### src/rtl/tia_pkg.sv
// rtl/tia_pkg.sv - shared TIA horizontal timing constants, index-to-LFSR table and LFSR step
package tia_pkg;

   // Final count index of a horizontal line; the line is HSC_LAST_DEFAULT+1 steps long.
   localparam int HSC_LAST_DEFAULT = 56;
   localparam int HSC_STEPS        = 57;

   // Step indices at which each horizontal decode is active.
   localparam int IDX_SHB  = 0;
   localparam int IDX_SHS  = 4;
   localparam int IDX_RHS  = 8;
   localparam int IDX_RCB  = 12;
   localparam int IDX_RHB  = 16;
   localparam int IDX_LRHB = 18;
   localparam int IDX_CNT  = 36;

   localparam logic [5:0] LFSR_START  = 6'h00;
   // All-ones is the XNOR feedback fixed point; it must never be held.
   localparam logic [5:0] LFSR_LOCKUP = 6'h3f;

   // LFSR value held at each step index, starting from 000000.
   localparam logic [5:0] HSC_TABLE [0:HSC_STEPS-1] = '{
      6'h00, 6'h01, 6'h03, 6'h07, 6'h0f, 6'h1f, 6'h3e, 6'h3d,
      6'h3b, 6'h37, 6'h2f, 6'h1e, 6'h3c, 6'h39, 6'h33, 6'h27,
      6'h0e, 6'h1d, 6'h3a, 6'h35, 6'h2b, 6'h16, 6'h2c, 6'h18,
      6'h30, 6'h21, 6'h02, 6'h05, 6'h0b, 6'h17, 6'h2e, 6'h1c,
      6'h38, 6'h31, 6'h23, 6'h06, 6'h0d, 6'h1b, 6'h36, 6'h2d,
      6'h1a, 6'h34, 6'h29, 6'h12, 6'h24, 6'h08, 6'h11, 6'h22,
      6'h04, 6'h09, 6'h13, 6'h26, 6'h0c, 6'h19, 6'h32, 6'h25,
      6'h0a
   };

   // One shift of the 6-bit XNOR LFSR.
   function automatic logic [5:0] lfsr_step(input logic [5:0] q);
      return {q[4:0], ~(q[5] ^ q[4])};
   endfunction

endpackage

### src/rtl/tia_hphase_gen.sv
// rtl/tia_hphase_gen.sv - four-clock horizontal phase generator with non-overlapping enables
module tia_hphase_gen (
   input  logic       clk,
   input  logic       reset_bar,
   output logic [1:0] ph,
   output logic       hphi1,
   output logic       hphi2
);

   // Free-running 2-bit phase count, wrapping 3 -> 0.
   always_ff @(posedge clk or negedge reset_bar) begin
      if (!reset_bar) begin
         ph <= 2'd0;
      end else begin
         ph <= ph + 2'd1;
      end
   end

   assign hphi1 = (ph == 2'd1);
   assign hphi2 = (ph == 2'd3);

endmodule

### src/rtl/tia_horizontal_sync_counter.sv
// rtl/tia_horizontal_sync_counter.sv - LFSR horizontal sync counter with line decodes and RSYNC restart
module tia_horizontal_sync_counter
   import tia_pkg::*;
#(
   parameter int HSC_LAST = HSC_LAST_DEFAULT
) (
   input  logic       clk,
   input  logic       reset_bar,
   input  logic       rsync,
   output logic       hphi1,
   output logic       hphi2,
   output logic       shb,
   output logic       shs,
   output logic       rhs,
   output logic       rcb,
   output logic       rhb,
   output logic       lrhb,
   output logic       cnt,
   output logic       rsynd,
   output logic [5:0] hsc_state
);

   localparam logic [5:0] WRAP_VALUE = HSC_TABLE[HSC_LAST];
   localparam logic [5:0] V_SHB      = HSC_TABLE[IDX_SHB];
   localparam logic [5:0] V_SHS      = HSC_TABLE[IDX_SHS];
   localparam logic [5:0] V_RHS      = HSC_TABLE[IDX_RHS];
   localparam logic [5:0] V_RCB      = HSC_TABLE[IDX_RCB];
   localparam logic [5:0] V_RHB      = HSC_TABLE[IDX_RHB];
   localparam logic [5:0] V_LRHB     = HSC_TABLE[IDX_LRHB];
   localparam logic [5:0] V_CNT      = HSC_TABLE[IDX_CNT];

   logic [1:0] ph;
   logic       step;
   logic       rsync_load;
   logic       restart;
   logic [5:0] lfsr;
   logic [5:0] lfsr_next;
   logic       rsync_pend;

   tia_hphase_gen u_hphase (
      .clk       (clk),
      .reset_bar (reset_bar),
      .ph        (ph),
      .hphi1     (hphi1),
      .hphi2     (hphi2)
   );

   // Next LFSR value: held between steps; a step restarts on rsync, wrap or lockup, else shifts.
   always_comb begin
      step       = (ph == 2'd3);
      rsync_load = rsync | rsync_pend;
      restart    = rsync_load | (lfsr == WRAP_VALUE) | (lfsr == LFSR_LOCKUP);
      lfsr_next  = lfsr;
      if (step) begin
         lfsr_next = restart ? LFSR_START : lfsr_step(lfsr);
      end
   end

   // Counter state, pending rsync and the rsync-taken flag (held for one full step after a forced load).
   always_ff @(posedge clk or negedge reset_bar) begin
      if (!reset_bar) begin
         lfsr       <= LFSR_START;
         rsync_pend <= 1'b0;
         rsynd      <= 1'b0;
      end else begin
         lfsr <= lfsr_next;
         if (step) begin
            rsync_pend <= 1'b0;
            rsynd      <= rsync_load;
         end else if (rsync) begin
            rsync_pend <= 1'b1;
         end
      end
   end

   // Decodes are registered off the incoming LFSR value so they change together with the state.
   always_ff @(posedge clk or negedge reset_bar) begin
      if (!reset_bar) begin
         shb  <= 1'b1;
         shs  <= 1'b0;
         rhs  <= 1'b0;
         rcb  <= 1'b0;
         rhb  <= 1'b0;
         lrhb <= 1'b0;
         cnt  <= 1'b0;
      end else begin
         shb  <= (lfsr_next == V_SHB);
         shs  <= (lfsr_next == V_SHS);
         rhs  <= (lfsr_next == V_RHS);
         rcb  <= (lfsr_next == V_RCB);
         rhb  <= (lfsr_next == V_RHB);
         lrhb <= (lfsr_next == V_LRHB);
         cnt  <= (lfsr_next == V_CNT);
      end
   end

   assign hsc_state = lfsr;

endmodule
### config.mk
export PLATFORM = sky130hd
export DESIGN_NAME = tia_horizontal_sync_counter
export DESIGN_NICKNAME = d
export VERILOG_FILES = /design/src/rtl/tia_pkg.sv /design/src/rtl/tia_hphase_gen.sv /design/src/rtl/tia_horizontal_sync_counter.sv
export SDC_FILE = /design/constraint.sdc
export NUM_CORES = 1
export LEC_CHECK = 0
export BUFFER_PORTS_ARGS = -buffer_cell sky130_fd_sc_hd__buf_2
export CAP_MARGIN = 20
export CORE_MARGIN = 10
export CORE_UTILIZATION = 45
export DETAILED_ROUTE_END_ITERATION = 8
export PLACE_DENSITY_LB_ADDON = 0.2
export SYNTH_ARGS = -nofsm -noshare
export SYNTH_HDL_FRONTEND = slang
export SYNTH_SLANG_ARGS = --single-unit
### constraint.sdc
create_clock -name clk -period 2.1 [get_ports clk]
set_clock_uncertainty 0.2 [all_clocks]
set_input_delay 0.315 -clock clk [delete_from_list [all_inputs] [get_ports clk]]
set_output_delay 0.315 -clock clk [all_outputs]
set_load 0.01 [all_outputs]
Word-level counts from Yosys, hierarchy flattened
Cells that the tools add are included.
Widths: inputs -> output; s select.
{ "word_totals": {"elab_cells": 33, "output_inout_bits": 16, "ff_bits": 17} }
{ "classes": {"n_reduce_logical": 2, "n_eq_ne": 10, "muxes": 4, "n_bitwise": 5, "n_addsub": 1} }
{ "op_table": {"columns": ["op", "n"], "rows": [
  ["$eq 6x4->1 const B", 4],
  ["$eq 6x6->1 const B", 4],
  ["$mux 6", 2],
  ["$logic_not 6->1", 1],
  ["$or 1x1->1", 3],
  ["$add 2x1->2 const B", 1],
  ["$eq 2x1->1 const B", 1],
  ["$eq 2x2->1 const B", 1],
  ["$mux 1", 2],
  ["$reduce_bool 2->1", 1],
  ["$not 1->1", 1],
  ["$xor 1x1->1", 1]
]} }

Logic depth before layout (Yosys ltp)
{ "logic_depth": {"word_depth": 6, "mapped_depth": 6} }

Modules after synthesis
Synthesis repeated with hierarchy kept, for this count alone.
{ "hier_totals": {"hier_cells": 82, "hier_area_um2": 915.9} }
{ "by_module_without_submodules": {"columns": ["mod", "area_per_inst_um2", "instances", "cells_per_inst"], "rows": [
  ["tia_horizontal_sync_counter", 829.5, 1, 75],
  ["tia_hphase_gen", 86.3, 1, 7]
]} }

Worst setup path after synthesis
OpenSTA, ideal clock, no wires.
{ "synth_timing": {"path_type": "flip-flop to flip-flop", "start": "register lfsr[4], in the netlist hsc_state[4]", "end": "register rhb", "period_less_slack_ps": 1889, "setup_ps": 132, "stages_incl_launch_ff": 7, "path_slack_ps": 211, "n_path_buf": 0, "arrival_time_ps": 1557, "path_cell_list": "dfrtp_1 inv_1 ha_1 nor3b_4 o211a_1 o311ai_4 nor2_1"} }
{ "synth_via": {"elab_chain_len": 6} }
{ "synth_lines": {"columns": ["item", "line", "text"], "rows": [
  ["start: declaration", "tia_horizontal_sync_counter.sv:36", "logic [5:0] lfsr;"],
  ["start signal: assignment", "tia_horizontal_sync_counter.sv:66", "lfsr <= lfsr_next;"],
  ["$eq 6x4->1", "tia_horizontal_sync_counter.sv:52", "restart = rsync_load | (lfsr == WRAP_VALUE) | (lfsr == LFSR_LOCKUP);"],
  ["$or 1x1->1 (2 in a row)", "tia_horizontal_sync_counter.sv:52", null],
  ["$mux 6", "tia_horizontal_sync_counter.sv:55", "lfsr_next = restart ? LFSR_START : lfsr_step(lfsr);"],
  ["$mux 6 *", "tia_horizontal_sync_counter.sv:54", "if (step) begin"],
  ["$eq 6x4->1 *", "tia_horizontal_sync_counter.sv:91", "rhb <= (lfsr_next == V_RHB);"],
  ["end signal: assignment", "tia_horizontal_sync_counter.sv:91", null],
  ["end: declaration", "tia_horizontal_sync_counter.sv:16", "output logic rhb,"]
]} }
Every way passes the cells marked *; elsewhere a longest branch is shown, timed or not.
A chain may end at the register's enable or synchronous reset.

Worst setup path in the final report
Same ends and word-level chain as after synthesis.

==> out/results.txt <==
Status: complete, no violations
CP arrival: 1930 ps
Register Area: 427 µm²
Final setup fails: 0
Cell chain of the critical path: inv_1 -> ha_1 -> nor3b_4 -> o211a_1 -> o311ai_4 -> nor2_1
Reg2Reg Launch Point: hsc_state[4]
Worst skew pair latency: 300 ps
RSZ-0062 raised after global routing: no
EDFF count, synth: 0
Final wirelength: 1980 µm
GRT overflow: 0
FF-to-FF setup slack: 150 ps
Vias in the first global route: 700
Drt wl/cell: 15.1 µm
DRC Markers: 0
P per Cell Area: 498 mW/mm²
Placement Setup Slack: 180 ps
GPL Wtd Cong: 0.862
Post-synthesis sequential area ratio: 46.5%
Yosys top cell area share: 43.6%
Largest cells by area after synthesis: dfrtp_1, ha_1, nor2_1
Pin count of the biggest net entering global routing: 18
Fraction of registers with async set/reset: 100%
Starting density of the core: 47.3%
Post-CTS Setup Bufs: 0
Routed vias: 705
Layout cells sized above 1: 34.6%
TritonCTS clock tree: done
Period utilization: 92.7%
Rel. slew slack: 70.3%
CP startpoint: hsc_state[4]
H-tree depth: 1
Area Growth Syn to Fin: 17.3%
Post-Syn Area: 918 µm²
Worst hold start: rsync
Die W: 65.2 µm
First-pass detailed-route iteration total: 4
CTS resizes: 0
Critical path required time: 2080 ps
First-pass GRT wire length: 3350 µm
Clk buf depth: 2
Mapped Cells: 82
Pins Over Slew Limit: 0
CP Capture Type: flop
Peak supply drop: 0.000267 V
Cell taking the most area after synthesis: dfrtp_1
Synth Register Bits: 17
Post-layout nets: 112
Fin crit period: 1950 ps
Die height: 65.2 µm
Multi-input logic area: 437 µm²
Io pins: 19
Cell variety after synth: 37
Rows: 16
Total of max-cap violations: 0
Root Buffer: clkbuf_4
CP Class: flop to flop
Total CTS buffers: 3
1st-iter DRT viols: 17
Setup WS post-layout: 153 ps
# fillers: 187
Mapped Nets: 89
Die area: 0.00425 mm²
Core area: 0.00194 mm²
Leakage: 0.000508 µW
Fmax achieved: 514 MHz
N_diodes: 0
Mapped Avg Cell Area: 11.2 µm²
Crit-path max FO: 7
Buffers on Ports: 18
Vias per std cell: 5.38
Initial antenna violation count: 0
GRT Overall Usage: 10.0%
Worst-path clk slew: 110 ps
Ys flop type: dfrtp_1
Synthesis Warnings: 0
Design Power: 536 µW
Worst Hold Class: input port to flop
Startpoint Class: flop
Final setup TNS: 0 ps
CP max stage delay: 460 ps
Sink Count: 17
Post-DP HPWL: 1470 µm
Least-Margin Pin Slew: 444 ps
Final ANT Viol Nets: 0
Final hold vios: 0
Slowest-stage cell, CP: dfrtp_1
-- metal layers --
layer / GRT usage [%] / wire length [µm]
met5: 0 / 0
met2: 14.3 / 858
met3: 3.73 / 168
met1: 12.4 / 907
met4: 6.42 / 42
-- worst paths after layout --
check / end / depth (start not counted)
hold / removal: rsync_pend / 3
min in group asynchronous: hsc_state[4] / 2
setup / recovery: rhb / 6
max in group asynchronous: shb / 2
setup reg to reg: rhb / 6
hold reg to reg: u_hphase.ph[0] / 1
-- where the power goes --
group / switching (µW) / internal (µW)
logic: 13.4 / 6.73
clock network: 112 / 71.0
registers: 2.56 / 330
total: 128 / 408
-- kinds of logic after synthesis --
kind of cell | count (synthesis) | synth area share [%]
compound gates | 24 | 25.2
fa+ha+maj | 4 | 5.45
buf+inv | 12 | 5.99
flops | 17 | 46.5
simple gates | 25 | 16.9
-- worst max-delay path: cells and delay by family, from the launching register on --
kind	cells	cell delay (ps)
buffers and inverters	1	110
adder cells (fa/ha/maj)	1	200
flip-flops	1	460
AND/OR/NAND/NOR	2	250
AO/OA/AOI/OAI	2	610
-- through the flow --
step                utilization [%]  instances  hold WS, ps  area (µm²)
floorplan                         -         82         -181         918
global placement               53.5        126         54.9        1040
detailed placement             53.5        126         56.5        1040
global route                   55.5        131          107        1080
finish                         55.5        131         97.1        1080
CTS                            55.5        131         93.1        1080
-- area by class of cell --
| class | instances | area share [%] |
|---|---|---|
| Inverter | 8 | 2.79 |
| Sequential cell | 17 | 39.6 |
| Timing Repair Buffer | 22 | 11.4 |
| Multi-Input combinational cell | 53 | 40.5 |
| Clock inverter | 1 | 0.465 |
| Tap cell | 27 | 3.14 |
| Clock buffer | 3 | 2.09 |
-- repair_timing --
action	4_1_cts	5_1_grt
setup endpoints to repair	0	0
hold endpoints to repair	16	0
hold buffers	1	0
-- synth_stat cells (2+ instances only) --
cell type,number
o22ai_1,2
buf_2,2
a32o_2,2
a21oi_1,2
nor3b_4,2
ha_1,4
nand3_1,2
nor2_1,10
o21ai_0,2
nand2_1,2
inv_1,8
nor3_1,3
dfrtp_1,16
a32oi_1,2
-- flip-flops by register name, summed over array words and instances, names as in the netlist --
name         cells
hsc_state        6
u_hphase.ph      2
cnt              1
lrhb             1
rcb              1
rhb              1
rhs              1
rsync_pend       1
rsynd            1
shb              1
shs              1
-- placed cells by master (no fill, tap or decap), types with 3 or more instances in the layout --
cell      count
buf_4         3
clkbuf_4      3
dfrtp_1      16
inv_1         8
nor3_1        3
buf_2        18
ha_1          4
nor2_1       10
No activity file was read; power rests on OpenSTA's default activity.
